==> src/rtl/uart_debug_bridge.sv <==
// rtl/uart_debug_bridge.sv - UART debug bridge: CRC-8 command packets to debug bus, optional read responses
//
// Purpose:
//   Parses packets from a byte-level UART receiver:
//     0xCD, cmd, DBYTES data bytes (LSB first), crc
//   The CRC is CRC-8 (poly 0x07, init 0, MSB-first), covers 0xCD through the crc byte,
//   and the packet is good when the running CRC ends at 0x00.
//   cmd 0x00 = write, 0x01 = load address, 0x02 = clear error, 0x03 = read.
//   Read data goes back as 0xDC, DBYTES data bytes (LSB first), crc. The crc covers
//   0xDC and the data, so the host sees a running CRC of 0 at the end.
//
// Optional feature macro:
//   DEBUG_READ_EN - builds cmd 0x03, the RDWAIT/TX states and the tx outputs.
//                   When it is not defined, sys_rd/tx_valid/tx_data are tied low and
//                   sys_rdata/sys_rvalid/tx_busy are not used.
//
// Ports:
//   sys_clk, sys_rst_n     clock, synchronous active-low reset
//   rx_data, rx_ready      received byte and its one-cycle strobe
//   tx_data, tx_valid      byte to transmit, held until accepted (tx_valid & !tx_busy)
//   tx_busy                transmitter cannot accept a byte
//   sys_wr, sys_rd         one-cycle bus write / read strobes
//   sys_addr, sys_wdata    bus address and write data
//   sys_rdata, sys_rvalid  read data and its strobe
//   error                  sticky error flag
//   crc_ok                 last CRC result seen was zero

module uart_debug_bridge #(
    parameter int AWIDTH  = 16,
    parameter int DWIDTH  = 16,
    parameter int TIMEOUT = 1000000
) (
    input  logic              sys_clk,
    input  logic              sys_rst_n,
    input  logic [7:0]        rx_data,
    input  logic              rx_ready,
    output logic [7:0]        tx_data,
    output logic              tx_valid,
    input  logic              tx_busy,
    output logic              sys_wr,
    output logic              sys_rd,
    output logic [AWIDTH-1:0] sys_addr,
    output logic [DWIDTH-1:0] sys_wdata,
    input  logic [DWIDTH-1:0] sys_rdata,
    input  logic              sys_rvalid,
    output logic              error,
    output logic              crc_ok
);

    localparam int DBYTES = DWIDTH / 8;

    typedef enum logic [2:0] {
        ST_IDLE,
        ST_CMD,
        ST_DAT,
        ST_CRC,
        ST_RDWAIT,
        ST_TX
    } state_t;

    function automatic logic [7:0] crc8_byte(input logic [7:0] c, input logic [7:0] d);
        logic [7:0] x;
        x = c ^ d;
        for (int i = 0; i < 8; i++) begin
            x = x[7] ? ((x << 1) ^ 8'h07) : (x << 1);
        end
        return x;
    endfunction

    state_t              r_state;
    logic [7:0]          r_crc;
    logic                r_crc_ok;
    logic                r_error;
    logic [7:0]          r_cmd;
    logic [2:0]          r_idx;
    logic [DWIDTH-1:0]   r_data;
    logic [DWIDTH-1:0]   r_wdata;
    logic [AWIDTH-1:0]   r_addr;
    logic                r_wr;
    logic [31:0]         r_tmo_cnt;

    logic [7:0]          w_crc_next;
    logic [AWIDTH-1:0]   w_load_addr;
    logic                w_in_pkt;
    logic                w_tmo_hit;

    assign w_crc_next = crc8_byte(r_crc, rx_data);
    assign w_in_pkt   = (r_state == ST_CMD) || (r_state == ST_DAT) || (r_state == ST_CRC);

    // Expiry only counts when no byte arrives this cycle: a byte always wins.
    assign w_tmo_hit  = (TIMEOUT != 0) && w_in_pkt && !rx_ready &&
                        (r_tmo_cnt == 32'(TIMEOUT - 1));

    // Load-address data is truncated or zero-extended to AWIDTH.
    genvar gi;
    generate
        for (gi = 0; gi < AWIDTH; gi++) begin : g_load_addr
            if (gi < DWIDTH) begin : g_bit
                assign w_load_addr[gi] = r_data[gi];
            end else begin : g_zero
                assign w_load_addr[gi] = 1'b0;
            end
        end
    endgenerate

    assign sys_wr    = r_wr;
    assign sys_addr  = r_addr;
    assign sys_wdata = r_wdata;
    assign error     = r_error;
    assign crc_ok    = r_crc_ok;

`ifdef DEBUG_READ_EN
    logic                r_rd;
    logic                r_tx_valid;
    logic [7:0]          r_tx_data;
    logic [7:0]          r_rcrc;
    logic [DWIDTH-1:0]   r_rdata;
    logic [2:0]          r_tx_idx;

    // Response CRC includes the 0xDC header so the host's running CRC ends at 0.
    function automatic logic [7:0] crc_resp(input logic [DWIDTH-1:0] d);
        logic [7:0] c;
        c = crc8_byte(8'h00, 8'hDC);
        for (int i = 0; i < DBYTES; i++) begin
            c = crc8_byte(c, d[i*8 +: 8]);
        end
        return c;
    endfunction

    assign sys_rd   = r_rd;
    assign tx_valid = r_tx_valid;
    assign tx_data  = r_tx_data;
`else
    logic w_unused_rd;
    assign w_unused_rd = ^{sys_rdata, sys_rvalid, tx_busy};
    assign sys_rd   = 1'b0;
    assign tx_valid = 1'b0;
    assign tx_data  = 8'h00;
`endif

    // Inter-byte timeout counter: restarts on every byte, runs only inside a packet.
    always_ff @(posedge sys_clk) begin
        if (!sys_rst_n) begin
            r_tmo_cnt <= '0;
        end else if (rx_ready || !w_in_pkt || w_tmo_hit) begin
            r_tmo_cnt <= '0;
        end else begin
            r_tmo_cnt <= r_tmo_cnt + 32'd1;
        end
    end

    always_ff @(posedge sys_clk) begin
        if (!sys_rst_n) begin
            r_state  <= ST_IDLE;
            r_crc    <= 8'h00;
            r_crc_ok <= 1'b1;
            r_error  <= 1'b0;
            r_cmd    <= 8'h00;
            r_idx    <= '0;
            r_data   <= '0;
            r_wdata  <= '0;
            r_addr   <= '0;
            r_wr     <= 1'b0;
`ifdef DEBUG_READ_EN
            r_rd       <= 1'b0;
            r_tx_valid <= 1'b0;
            r_tx_data  <= 8'h00;
            r_rcrc     <= 8'h00;
            r_rdata    <= '0;
            r_tx_idx   <= '0;
`endif
        end else begin
            r_wr <= 1'b0;
`ifdef DEBUG_READ_EN
            r_rd <= 1'b0;
`endif
            // Post-write increment lands the cycle after the strobe.
            if (r_wr) begin
                r_addr <= r_addr + 1'b1;
            end

            case (r_state)
                ST_IDLE: begin
                    r_crc <= 8'h00;
                    if (rx_ready) begin
                        if (rx_data == 8'hCD) begin
                            r_crc    <= w_crc_next;
                            r_crc_ok <= (w_crc_next == 8'h00);
                            r_state  <= ST_CMD;
                        end else begin
                            r_error <= 1'b1;
                        end
                    end
                end

                ST_CMD: begin
                    if (rx_ready) begin
                        r_cmd    <= rx_data;
                        r_crc    <= w_crc_next;
                        r_crc_ok <= (w_crc_next == 8'h00);
                        r_idx    <= '0;
                        r_state  <= ST_DAT;
                    end
                end

                ST_DAT: begin
                    if (rx_ready) begin
                        r_data[int'(r_idx)*8 +: 8] <= rx_data;
                        r_crc    <= w_crc_next;
                        r_crc_ok <= (w_crc_next == 8'h00);
                        if (r_idx == 3'(DBYTES - 1)) begin
                            r_state <= ST_CRC;
                        end else begin
                            r_idx <= r_idx + 3'd1;
                        end
                    end
                end

                ST_CRC: begin
                    if (rx_ready) begin
                        r_crc    <= 8'h00;
                        r_crc_ok <= (w_crc_next == 8'h00);
                        r_state  <= ST_IDLE;
                        if (w_crc_next != 8'h00) begin
                            r_error <= 1'b1;
                        end else begin
                            case (r_cmd)
                                8'h00: begin
                                    r_wr    <= 1'b1;
                                    r_wdata <= r_data;
                                end
                                8'h01: r_addr  <= w_load_addr;
                                8'h02: r_error <= 1'b0;
`ifdef DEBUG_READ_EN
                                8'h03: begin
                                    r_rd    <= 1'b1;
                                    r_state <= ST_RDWAIT;
                                end
`endif
                                default: r_error <= 1'b1;
                            endcase
                        end
                    end
                end

`ifdef DEBUG_READ_EN
                ST_RDWAIT: begin
                    if (rx_ready) begin
                        r_error <= 1'b1;
                    end
                    if (sys_rvalid) begin
                        r_rdata    <= sys_rdata;
                        r_rcrc     <= crc_resp(sys_rdata);
                        r_addr     <= r_addr + 1'b1;
                        r_tx_data  <= 8'hDC;
                        r_tx_valid <= 1'b1;
                        r_tx_idx   <= '0;
                        r_state    <= ST_TX;
                    end
                end

                ST_TX: begin
                    if (rx_ready) begin
                        r_error <= 1'b1;
                    end
                    // r_tx_idx is the byte on the wire: 0 header, 1..DBYTES data, DBYTES+1 crc.
                    if (r_tx_valid && !tx_busy) begin
                        if (r_tx_idx == 3'(DBYTES + 1)) begin
                            r_tx_valid <= 1'b0;
                            r_tx_data  <= 8'h00;
                            r_state    <= ST_IDLE;
                        end else begin
                            r_tx_idx <= r_tx_idx + 3'd1;
                            if (r_tx_idx == 3'(DBYTES)) begin
                                r_tx_data <= r_rcrc;
                            end else begin
                                r_tx_data <= r_rdata[int'(r_tx_idx)*8 +: 8];
                            end
                        end
                    end
                end
`endif

                default: r_state <= ST_IDLE;
            endcase

            if (w_tmo_hit) begin
                r_state  <= ST_IDLE;
                r_crc    <= 8'h00;
                r_crc_ok <= 1'b1;
                r_error  <= 1'b1;
            end
        end
    end

endmodule

==> config.mk <==
export PLATFORM = sky130hd
export DESIGN_NAME = uart_debug_bridge
export DESIGN_NICKNAME = d
export VERILOG_FILES = /design/src/rtl/uart_debug_bridge.sv
export SDC_FILE = /design/constraint.sdc
export NUM_CORES = 1
export LEC_CHECK = 0
export ABC_AREA = 1
export CORE_ASPECT_RATIO = 0.5
export CORE_UTILIZATION = 50
export DETAILED_ROUTE_END_ITERATION = 6
export MAX_ROUTING_LAYER = met4
export PLACE_DENSITY = 0.76
export SKIP_LAST_GASP = 1
export SYNTH_ARGS = -nofsm -noshare
export SYNTH_HDL_FRONTEND = slang
export SYNTH_SLANG_ARGS = --single-unit
==> constraint.sdc <==
create_clock -name sys_clk -period 2.35 [get_ports sys_clk]
set_input_delay 0.705 -clock sys_clk [delete_from_list [all_inputs] [get_ports sys_clk]]
set_output_delay 0.705 -clock sys_clk [all_outputs]
set_load 0.005 [all_outputs]
# --- Word level (Yosys, flattened, before mapping) ---
# Cells that the tools add are included.
# Widths: inputs -> output; s select.
totals:
  reg_bits: 105
  in_bits: 29
  mem_count: 0
  latch_bits: 0
  mem_bits_rw: 0
  rom_bits: 0
classes:
  mul: 0
  shift: 2
  n_eq_ne: 21
  n_bitwise: 13
  div: 0
  order_cmp: 0
  n_addsub: 4
  n_reduce_logical: 30
  muxes: 41
ops:
  columns: ["op", "n"]
  rows:
  - ["$mux 16", 5]
  - ["$mux 3", 16]
  - ["$neg 6->33", 1]
  - ["$shift 8x33->16 const A", 1]
  - ["$shiftx 8x33->16", 1]
  - ["$add 32x1->32 const B", 1]
  - ["$eq 32x20->1 const B", 1]
  - ["$mux 8", 4]
  - ["$not 3->3", 8]
  - ["$pmux 8 s3", 1]
  - ["$add 16x1->16 const B", 1]
  - ["$bwmux 16", 1]
  - ["$logic_not 8->1", 2]
  - ["$ne 2x2->1 const B", 6]
  - ["$pmux 3 s4", 1]
  - ["$reduce_and 4->1", 3]
  - ["$mux 1", 9]
  - ["$ne 3x3->1 const B", 3]
  - ["$eq 8x1->1 const B", 1]
  - ["$eq 8x2->1 const B", 1]
  - ["$eq 8x8->1 const B", 1]
  - ["$reduce_bool 8->1", 1]
  - ["$reduce_or 2->1", 4]
  - ["$xor 8x8->8", 1]
  - ["other kinds (20)", 37]

# --- Depth between registers and ports, before layout ---
# Gate-level depths: netlist of run 1.
depth:
  depth_word: 22
  ltp_mapped: 18

# --- Worst setup path before layout of run 1 ---
# Ideal clock, no wire load.
synth_path:
  path_kind: "input to register"
  start: "input rx_data[7]"
  end: "register r_addr[4], in the netlist sys_addr[4]"
  required_ps: 2222
  arrival_ps: 2246
  setup_time_ps: 128
  path_slack_ps: -24
  path_stages: 17
  path_cell_list: "inv_2 -> nand2_2 -> nand2_2 -> nand2_1 -> nand2_2 -> nand2_1 -> nand2_2 -> ha_1 -> nand3_1 -> nor2_1 -> nand2_1 -> nor2_4 -> buf_6 -> nand3_4 -> buf_6 -> o21ai_1 -> nor2_1"
synth_between:
  elab_chain_len: 10
synth_rtl:
  columns: ["element", "line_no", "rtl"]
  rows:
  - ["from (decl)", "35", "input logic [7:0] rx_data,"]
  - ["$xor 8x8->8 (*)", "63", "x = c ^ d;"]
  - ["$mux 3 (*)", "65", "x = x[7] ? ((x << 1) ^ 8'h07) : (x << 1);"]
  - ["$not 3->3 (no source line)", null, null]
  - ["$mux 3", "65", null]
  - ["$not 3->3 (no source line)", null, null]
  - ["$mux 3", "65", null]
  - ["$reduce_bool 8->1 (*)", "224", "if (w_crc_next != 8'h00) begin"]
  - ["$mux 16 (*)", "224", null]
  - ["$mux 16 (*)", "220", "if (rx_ready) begin"]
  - ["$mux 16 (*)", "182", "case (r_state)"]
  - ["to (signal assigned)", "179", "r_addr <= r_addr + 1'b1;"]
  - ["to (signal assigned)", "232", "8'h01: r_addr <= w_load_addr;"]
  - ["to (decl)", "78", "logic [AWIDTH-1:0] r_addr;"]
# Mark *: on every way between the ends. The rest lies on a longest branch, timed or not.
# A chain may end at the register's enable or synchronous reset.

# --- Worst setup path in the final report of run 1 ---
layout_path:
  start: "input rx_data[0]"
  end: "register r_wdata[4], in the netlist sys_wdata[4]"
layout_between:
  elab_chain_len: 9
layout_rtl:
  columns: ["element", "line_no", "rtl"]
  rows:
  - ["$xor 8x8->8 (*)", "63", null]
  - ["$not 3->3 (no source line)", null, null]
  - ["$mux 3 (*)", "65", null]
  - ["$not 3->3 (no source line)", null, null]
  - ["$mux 3 (*) (2 in a row)", "65", null]
  - ["$reduce_bool 8->1 (*)", "224", null]
  - ["$not 1->1 (no source line) (*)", null, null]
  - ["$reduce_and 4->1 (no source line) (*)", null, null]
  - ["to (signal assigned)", "230", "r_wdata <= r_data;"]
  - ["to (decl)", "77", "logic [DWIDTH-1:0] r_wdata;"]
# Marks and branches as above.

==> results_dict.tcl, run 1 <==
set metrics [dict create \
    worstPathArrival_ns 2.49 \
    cp_slowest_cell "dlygate4sd2_1" \
    mostFrequentLayoutCell "nand2_1" \
    die_w_um 153 \
    synth_warnings 0 \
    violations "design-rule violations" \
    die_y_um 77.3 \
    clock_path_buffers 2 \
    place_area_um2 6600 \
    grt_pass1_vias 5077 \
    rsz0062_at_grt "true" \
    path_class "in2reg" \
    drv_slew 0 \
    reg2reg_depth 16 \
    synth.ff_latch_count 104 \
    layout-area-overhead-vs-synth_pct 25.0 \
    grt_overflow 0 \
    cts_root_buf "clkbuf_16" \
    vdd.ir_drop.worst_v 0.000393 \
    rr_endpoint "sys_wdata[4]" \
    die_area_um2 11800 \
    grt_antenna_before_repair 0 \
    drc 8 \
    portBuffers 45 \
    min_path_cells 1 \
    yosys-top-cells-area "dfxtp_1 (37%), nand2_1 (14%), inv_1 (6.1%)" \
    worstSetupEndpointType "flop" \
    drt_iter0_drc 361 \
    fin_area_um2 7080 \
    start_util_pct 51.4 \
    clock_latency_ns 0.35 \
    critPathMaxStageDelay_ns 0.28 \
    tritoncts "yes" \
    total_power_mw 4.19 \
    cp.required_ns 2.62 \
    syn_inst 840 \
    path_cells "dlygate4sd2_1 > xnor2_2 > inv_1 > nand2_1 > nand2_2 > ha_2 > nand3_1 > nor2_1 > nand2_1 > nor2_4 > buf_4 > buf_4 > nand4_1 > a21oi_2" \
    fmax_mhz 451 \
    relSlewSlack_pct 63.7 \
    final_antenna_net_count 0 \
    period_needed_ns 2.22 \
    core_um2 11000 \
    synthesis.area_um2 5660 \
    layout-drive-gt1-share_pct 15.2 \
    num_vias 5576 \
    cp-start-kind "input pin" \
    hp-class "reg2reg" \
    cts.sinks 104 \
    final_cell_mix "nand2_1 (204), dfxtp_1 (104), inv_1 (91), nor2_1 (82), a21oi_1 (60)" \
    avgSynthCellArea_um2 6.74 \
    status "finished with violations" \
    place.gp.congestion 0.913 \
    grt_usage_pct 24.6 \
    synth.distinct_cells 38 \
    r2r_slack_ns 0.24 \
    hp-start "r_tmo_cnt[0]" \
    clk_pin_slew_ns 0.07 \
    drt-total-wl_um 13500 \
    firstDrtPassIters 7 \
    ys_seq_area_share_pct 36.8 \
    hold_violations 0 \
    p_per_area_nw_per_um2 592 \
    post-dp-hpwl_um 10100 \
    fin_skew_ns 0.0102 \
    viasPerCell 5.14 \
    reg2reg_from "r_crc[7]" \
    routedWlPerCell_um 12.5 \
    grt_pass1_wl_um 23200 \
    cap_viol_max_count 0 \
    worst_hold_path.endpoint "r_tmo_cnt[0]" \
    cts-htree-levels 3 \
    diodes 0 \
    final_nets 975 \
    yosysTopAreaCell "dfxtp_1" \
    critPathMaxFanout 5 \
    num_rows 27 \
    setup_viol 0 \
    cts_hold_buf 0 \
    pin_count 74 \
    worstMarginPinSlew_ns 0.544 \
    grt_max_degree 33 \
    fin_crit_sh_pct 94.3 \
    numCtsBuffers 9 \
    power_leakage_nw 2.93 \
    synth.top_cell.area_share_pct 36.8 \
]
## layout make-up
cell class,instances,area (um^2)
inverters,101,379
repair buffers,108,938
multi-input cells,611,3200
well taps,145,181
clock inverters,6,61.3
clock buffers,10,239
fillers,965,3940
flip-flops and latches,104,2080
## synth_stat cells, drive strengths merged
master   number
nand2       225
dfxtp       104
inv         100
nor2         86
a21oi        61
nand3        41
nor3         40
o21ai        39
nand4        34
buf          21
nor3b        15
xor2         15
clkbuf       14
nor4         12
ha           11
xnor2         7
a211oi        4
or2           2
a2111oi       1
and2          1
clkinv        1
conb          1
mux2i         1
nand3b        1
o31ai         1
or3           1
or4           1
## metal layers
layer | up-vias | part of all wire (%) | GRT usage (%)
met5 | - | 0 | -
met4 | 0 | 0.84 | 5.25
met3 | 11 | 4.6 | 4.47
met2 | 124 | 47 | 40.6
met1 | 2520 | 47 | 31.7
li1 | 2921 | - | -
## state kept, by name, summed over array words and instances (netlist names)
signal	count
r_state	2
r_data	16
r_idx	3
crc_ok	1
r_crc	8
r_cmd	8
sys_wr	1
sys_wdata	16
error	1
sys_addr	16
r_tmo_cnt	32
## where the power goes
part	internal [mW]	switching, mW	leakage, nW	total [mW]
Combinational	0.336	0.489	1.94	0.825
Sequential	1.82	0.0482	0.838	1.87
Clock	0.776	0.718	0.145	1.49
Total	2.93	1.26	2.93	4.19
## repair_timing
item | CTS | global route
cloned | 3 | 0
resized for setup | 22 | 32
endpoints found under the setup margin | 35 | 48
endpoints found under the hold margin | 0 | 0
buffers inserted | 1 | 1
pin swaps | 3 | 5
## worst max path at each step
stage          startpoint      endpoint  slack, ns  cells past startpoint
2_1_floorplan  rx_data[7]   sys_addr[4]     0.0009                     17
3_3_place_gp   rx_data[7]   sys_addr[4]      -0.62                     16
3_5_place_dp   rx_data[7]   sys_addr[8]      -0.71                     17
4_1_cts        rx_data[7]   sys_addr[1]      0.002                     17
5_1_grt        rx_data[7]  sys_wdata[4]     -0.008                     17
6_report       rx_data[0]  sys_wdata[4]       0.13                     14
## through the flow
step | cells | worst slack, ns | hold WS [ns] | TNS, ns | util (%)
2_1_floorplan | 849 | 0.000915 | 0.418 | 0 | -
3_3_place_gp | 1064 | -0.625 | 0.429 | -22.06 | 60.0
3_5_place_dp | 1064 | -0.712 | 0.437 | -24.46 | 60.0
4_1_cts | 1084 | 0.00248 | 0.453 | 0 | 63.5
5_1_grt | 1085 | -0.00763 | 0.485 | -0.0124 | 64.3
6_report | 1085 | 0.134 | 0.446 | 0 | 64.3
## kinds of logic after synthesis
logic type / count (synthesis) / share of synthesized area, %
XOR/XNOR: 22 / 3.40
multiplexers: 1 / 0.177
adder cells (fa/ha/maj): 11 / 2.43
flip-flops: 104 / 36.8
other: 1 / 0.0662
buffers and inverters: 136 / 10.1
AO/OA/AOI/OAI: 106 / 9.98
AND/OR/NAND/NOR: 459 / 37.0
## worst max-delay path: cells and delay by family
kind / cells / cell delay, ns
buffers and inverters: 4 / 0.62
adder cells (fa/ha/maj): 1 / 0.18
AO/OA/AOI/OAI: 1 / 0.16
XOR/XNOR: 1 / 0.16
AND/OR/NAND/NOR: 7 / 0.64
Power figures use the tool's default switching activity.
==> run 2, diff against run 1 <==
- CORE_UTILIZATION: 50 -> 46
- GPL_TIMING_DRIVEN: not set -> 0
- PLACE_DENSITY: 0.76 -> 0.71
==> run 2 against run 1 <==
  * The run now ends clean
  * Hold slack better by 0.0074 ns
  * Global-route usage is 1.4 points lower
  * Combinational power is 3.5% lower
  * Maximum frequency is 1.8% lower
  * Clock skew hardly changed
  * Sequential power hardly changed
  * Utilization is 4.5 points lower
  * Cell area is 0.53% higher
  * Clock power is 8% higher
  * Setup slack worse by 0.040 ns
  * Wire length is 8.3% higher
  * Final cell count is 1.1% higher
  * Critical endpoint is now sys_addr[7]
  * Highest routed layer unchanged
==> results_dict.tcl, run 2 (synthesis gave the netlist of run 1 again) <==
set metrics [dict create \
    status "complete, no violations" \
    drv_slew 0 \
    worstPathArrival_ns 2.50 \
    viasPerCell 5.15 \
    hold_violations 0 \
    mostFrequentLayoutCell "nand2_1" \
    cts.sinks 104 \
    final_nets 967 \
    largest_register_ffs 32 \
    tritoncts "yes" \
    grt_usage_pct 23.3 \
    dp_cells 1057 \
    critPathMaxFanout 10 \
    critPathMaxStageDelay_ns 0.18 \
    vdd.ir_drop.worst_v 0.000414 \
    fmax_mhz 443 \
    cts-htree-levels 3 \
    grt_antenna_before_repair 0 \
    clock_latency_ns 0.35 \
    period_needed_ns 2.26 \
    die_y_um 80.5 \
    fin_skew_ns 0.00996 \
    routedWlPerCell_um 13.3 \
    die_area_um2 12800 \
    worstMarginPinSlew_ns 0.851 \
    setup_tns_ns 0 \
    pin_count 74 \
    final_antenna_net_count 0 \
    crit_family "simple AND/OR/NAND/NOR gates" \
    drc 0 \
    p_per_area_nw_per_um2 600 \
    relSlewSlack_pct 43.1 \
    globalRouteMet3Util_pct 4.08 \
    cp-start-kind "input pin" \
    numCtsBuffers 9 \
    hp-class "reg2reg" \
    start_util_pct 47.6 \
    post-dp-hpwl_um 10400 \
    drt_iter0_drc 400 \
    top_usage_layer "met2" \
    num_vias 5650 \
    core_um2 11900 \
    cp_slowest_cell "buf_6" \
    cts_root_buf "clkbuf_16" \
    firstDrtPassIters 6 \
    clock_path_buffers 2 \
    cap_viol_max_count 0 \
    place.gp.congestion 0.879 \
    final_cell_mix "nand2_1 (191), dfxtp_1 (102), inv_1 (89), nor2_1 (82), a21oi_1 (60)" \
    area.sequential_um2 2080 \
    nFillCells 1128 \
    setup_viol 0 \
    hold_slack_ns 0.454 \
    regMostFlops "r_tmo_cnt" \
    gr-usage-met2_pct 39.2 \
    fin_crit_sh_pct 96.0 \
    power_leakage_nw 2.91 \
    path_class "in2reg" \
    multi_input_area_um2 3280 \
    num_rows 28 \
    worstSetupEndpointType "flop" \
    clk_pin_slew_ns 0.08 \
    grt_pass1_wl_um 23300 \
    layout-area-overhead-vs-synth_pct 25.6 \
    layout-drive-gt1-share_pct 15.7 \
    final-instance-count-excl-fill 1097 \
    grt_pass1_vias 4876 \
    portBuffers 43 \
    grt_max_degree 21 \
    use_met1_pct 29.1 \
    critPathBufInv 4 \
    path_cells "buf_6 > inv_4 > nand2_4 > nand2_4 > nand2_2 > nand2_2 > nand2_2 > nand2_4 > ha_4 > nand3_1 > nor2_1 > nand2_1 > nor2_4 > buf_12 > nand3_4 > buf_6 > nor3_1 > nor2_1" \
    die_w_um 159 \
    drt-total-wl_um 14600 \
    grt_overflow 0 \
    cp.required_ns 2.59 \
    diodes 0 \
]
[run 2: metrics by stage]
step / utilization, % / power, mW / setup WS (ns) / area (um^2)
global route: 59.7 / 4.47 / -0.0663 / 7120
CTS: 56.9 / 4.20 / 0.00315 / 6780
global placement: 53.2 / 2.58 / -0.902 / 6340
detailed placement: 53.2 / 2.59 / -0.949 / 6340
floorplan: - / 2.41 / 0.000915 / 5700
finish: 59.7 / 4.27 / 0.0942 / 7120
[run 2: area by class of cell]
class / instances / area share [%]
clock buffers: 9 / 3.17
clock inverters: 7 / 1.27
multi-input cells: 609 / 46.1
flip-flops and latches: 104 / 29.3
plain buffers: 33 / 2.88
repair buffers: 69 / 8.97
inverters: 101 / 5.47
well taps: 165 / 2.90
[run 2: path summary, 6_finish.rpt]
path	from	to	slack, ns	cells after the start
setup / recovery	rx_data[6]	sys_addr[7]	0.09	18
hold reg to reg	r_tmo_cnt[0]	r_tmo_cnt[0]	0.45	1
hold / removal	r_tmo_cnt[0]	r_tmo_cnt[0]	0.45	1
setup reg to reg	r_crc[6]	sys_addr[7]	0.12	17
[run 2: worst reg2reg max path, stage by stage (launching register included)]
cell	delay [ns]
dfxtp_2	0.36
inv_1	0.10
nand2_1	0.10
nand2_4	0.10
nand2_2	0.06
nand2_2	0.08
nand2_2	0.07
nand2_4	0.09
ha_4	0.13
nand3_1	0.07
nor2_1	0.11
nand2_1	0.11
nor2_4	0.15
buf_12	0.13
nand3_4	0.08
buf_6	0.18
nor3_1	0.15
nor2_1	0.07
[run 2: what timing repair did]
action	4_1_cts	5_1_grt
endpoints found under the setup margin	46	59
gates resized for setup	34	76
pin swaps	6	25
setup buffers	14	11
cloned	1	0
hold buffers	0	0
[run 2: where the power goes]
| part | switching [mW] | leakage, nW | internal [mW] | total (mW) |
|---|---|---|---|---|
| combinational | 0.509 | 1.91 | 0.287 | 0.796 |
| sequential | 0.0473 | 0.839 | 1.82 | 1.87 |
| clock | 0.748 | 0.156 | 0.860 | 1.61 |
| total | 1.30 | 2.91 | 2.97 | 4.27 |
[run 2: per-layer routing]
metal | share of wire [%] | wire [um]
met1 | 46 | 6790
met2 | 47 | 6850
met3 | 4.7 | 689
met4 | 2.1 | 305
met5 | 0 | 0
==> run 3, diff against run 2 <==
- SLEW_MARGIN: not set -> 20
==> run 3 against run 2 <==
  * Power about the same
  * Combinational power is essentially flat
  * Setup slack worse by 0.021 ns
  * Largest power group unchanged
  * Critical endpoint is now sys_addr[4]
  * Final cell count about the same
  * Utilization is 0.26 points lower
==> results_dict.tcl, run 3 (synthesis gave the netlist of run 1 again) <==
set metrics [dict create \
    status "complete, no violations" \
    core_um2 11900 \
    drt_iter0_drc 414 \
    hp-class "reg2reg" \
    pin_count 74 \
    cap_viol_max_count 0 \
    die_area_um2 12800 \
    cp-start-kind "input pin" \
    tritoncts "yes" \
    die_w_um 159 \
    path_class "in2reg" \
    layout-drive-gt1-share_pct 15.5 \
    p_per_area_nw_per_um2 603 \
    critPathMaxFanout 5 \
    start_util_pct 47.6 \
    grt_pass1_wl_um 23300 \
    drc 0 \
    drv_slew 0 \
    period_needed_ns 2.28 \
    routedWlPerCell_um 13.3 \
    setup_tns_ns 0 \
    worstSetupEndpointType "flop" \
    drt-total-wl_um 14500 \
    mostFrequentLayoutCell "nand2_1" \
    num_vias 5646 \
    p_sw_mw 1.31 \
    total_power_mw 4.27 \
    cp.required_ns 2.58 \
    setup_viol 0 \
    place.gp.congestion 0.879 \
    clock_latency_ns 0.35 \
    fin_skew_ns 0.00965 \
    grt_pass1_vias 4876 \
    worstPathArrival_ns 2.50 \
    viasPerCell 5.15 \
    clock_path_buffers 2 \
    portBuffers 43 \
    vdd.ir_drop.worst_v 0.000414 \
    grt_usage_pct 23.3 \
    hold_violations 0 \
    clk_pin_slew_ns 0.08 \
    cts.sinks 104 \
    firstDrtPassIters 6 \
    comb_power_share_pct 18.6 \
    grt_antenna_before_repair 0 \
    diodes 0 \
    hold_slack_ns 0.456 \
    fin_crit_sh_pct 96.9 \
    final_cell_mix "nand2_1 (191), dfxtp_1 (102), inv_1 (89), nor2_1 (82), a21oi_1 (60)" \
    timing.final.ws_setup_ns 0.0735 \
    nFillCells 1138 \
    die_y_um 80.5 \
    seq_power_share_pct 43.7 \
    layout-area-overhead-vs-synth_pct 25.1 \
    fmax_mhz 439 \
    cts-htree-levels 3 \
    grt_overflow 0 \
    numCtsBuffers 9 \
    cts_root_buf "clkbuf_16" \
    power.internal_mw 2.97 \
    final_nets 966 \
    relSlewSlack_pct 43.3 \
    post-dp-hpwl_um 10400 \
    grt_max_degree 21 \
    p_sw_share_pct 30.5 \
    power_frac_clock_pct 37.6 \
    largest_register_ffs 32 \
    num_rows 28 \
    worstMarginPinSlew_ns 0.847 \
    pre_cts_ws_ns -0.949 \
    regMostFlops "r_tmo_cnt" \
    final_antenna_net_count 0 \
    power_leakage_nw 2.90 \
    rsz0062_at_grt "true" \
]
[run 3: cell count changes in the layout (fill, tap and decap cells not counted)]
cell / previous run / this run
nand3_2: 6 / 7
inv_6: 3 / 2
clkbuf_2: 3 / 2
inv_4: 2 / 3
buf_12: 1 / 0
nand3_4: 3 / 2
clkbuf_1: 11 / 12
[run 3: layer usage]
metal	track usage, %	share of wire, %	up-vias
met1	29.1	46	2561
li1	-	-	2889
met2	39.2	47	166
met3	4.08	4.9	30
met5	-	0	-
met4	6.35	1.9	0
[run 3: final timing paths]
check | from | end | slack (ns) | cells past startpoint
worst min-delay path | r_tmo_cnt[0] | r_tmo_cnt[0] | 0.46 | 1
worst min register to register | r_tmo_cnt[0] | r_tmo_cnt[0] | 0.46 | 1
worst max register to register | r_crc[6] | sys_addr[4] | 0.10 | 17
worst max-delay path | rx_data[6] | sys_addr[4] | 0.07 | 18
[run 3: final cells by class]
class                           instances  area [um^2]  share of cell area (%)
Timing Repair Buffer                   68          618                    8.72
Clock buffer                            9          225                    3.18
Sequential cell                       104         2080                    29.4
Multi-Input combinational cell        609         3270                    46.1
Tap cell                              165          206                    2.91
Inverter                              101          387                    5.46
Clock inverter                          7         90.1                    1.27
Buffer                                 33          204                    2.88
[run 3: repair_timing]
item | CTS | global route
resized for setup | 34 | 71
endpoints found under the setup margin | 46 | 58
hold buffers | 0 | 0
setup buffers | 14 | 10
cloned | 1 | 0
pin swaps | 6 | 24
[run 3: worst max-delay path: stages]
cell     delay (ns)
buf_6          0.11
inv_4          0.07
nand2_4        0.05
nand2_4        0.09
nand2_2        0.06
nand2_2        0.08
nand2_2        0.07
nand2_4        0.09
ha_4           0.13
nand3_1        0.07
nor2_1         0.11
nand2_1        0.10
nor2_4         0.18
buf_6          0.15
nand3_4        0.10
buf_6          0.19
o21ai_2        0.10
nor2_1         0.04
[run 3: power groups by stage]
stage,logic (mW),registers [mW],clock network (mW)
after detailed placement,0.684,1.91,0
final,0.796,1.87,1.61
after global placement,0.674,1.90,0
after floorplan,0.516,1.89,0
after global routing,0.885,1.88,1.71
after CTS,0.707,1.86,1.63
[run 3: metrics by stage]
step,cell area [um^2],cells,utilization (%)
finish,7080,1096,59.5
global route,7080,1096,59.5
CTS,6780,1087,56.9
detailed placement,6340,1057,53.2
global placement,6340,1057,53.2
floorplan,5700,849,-
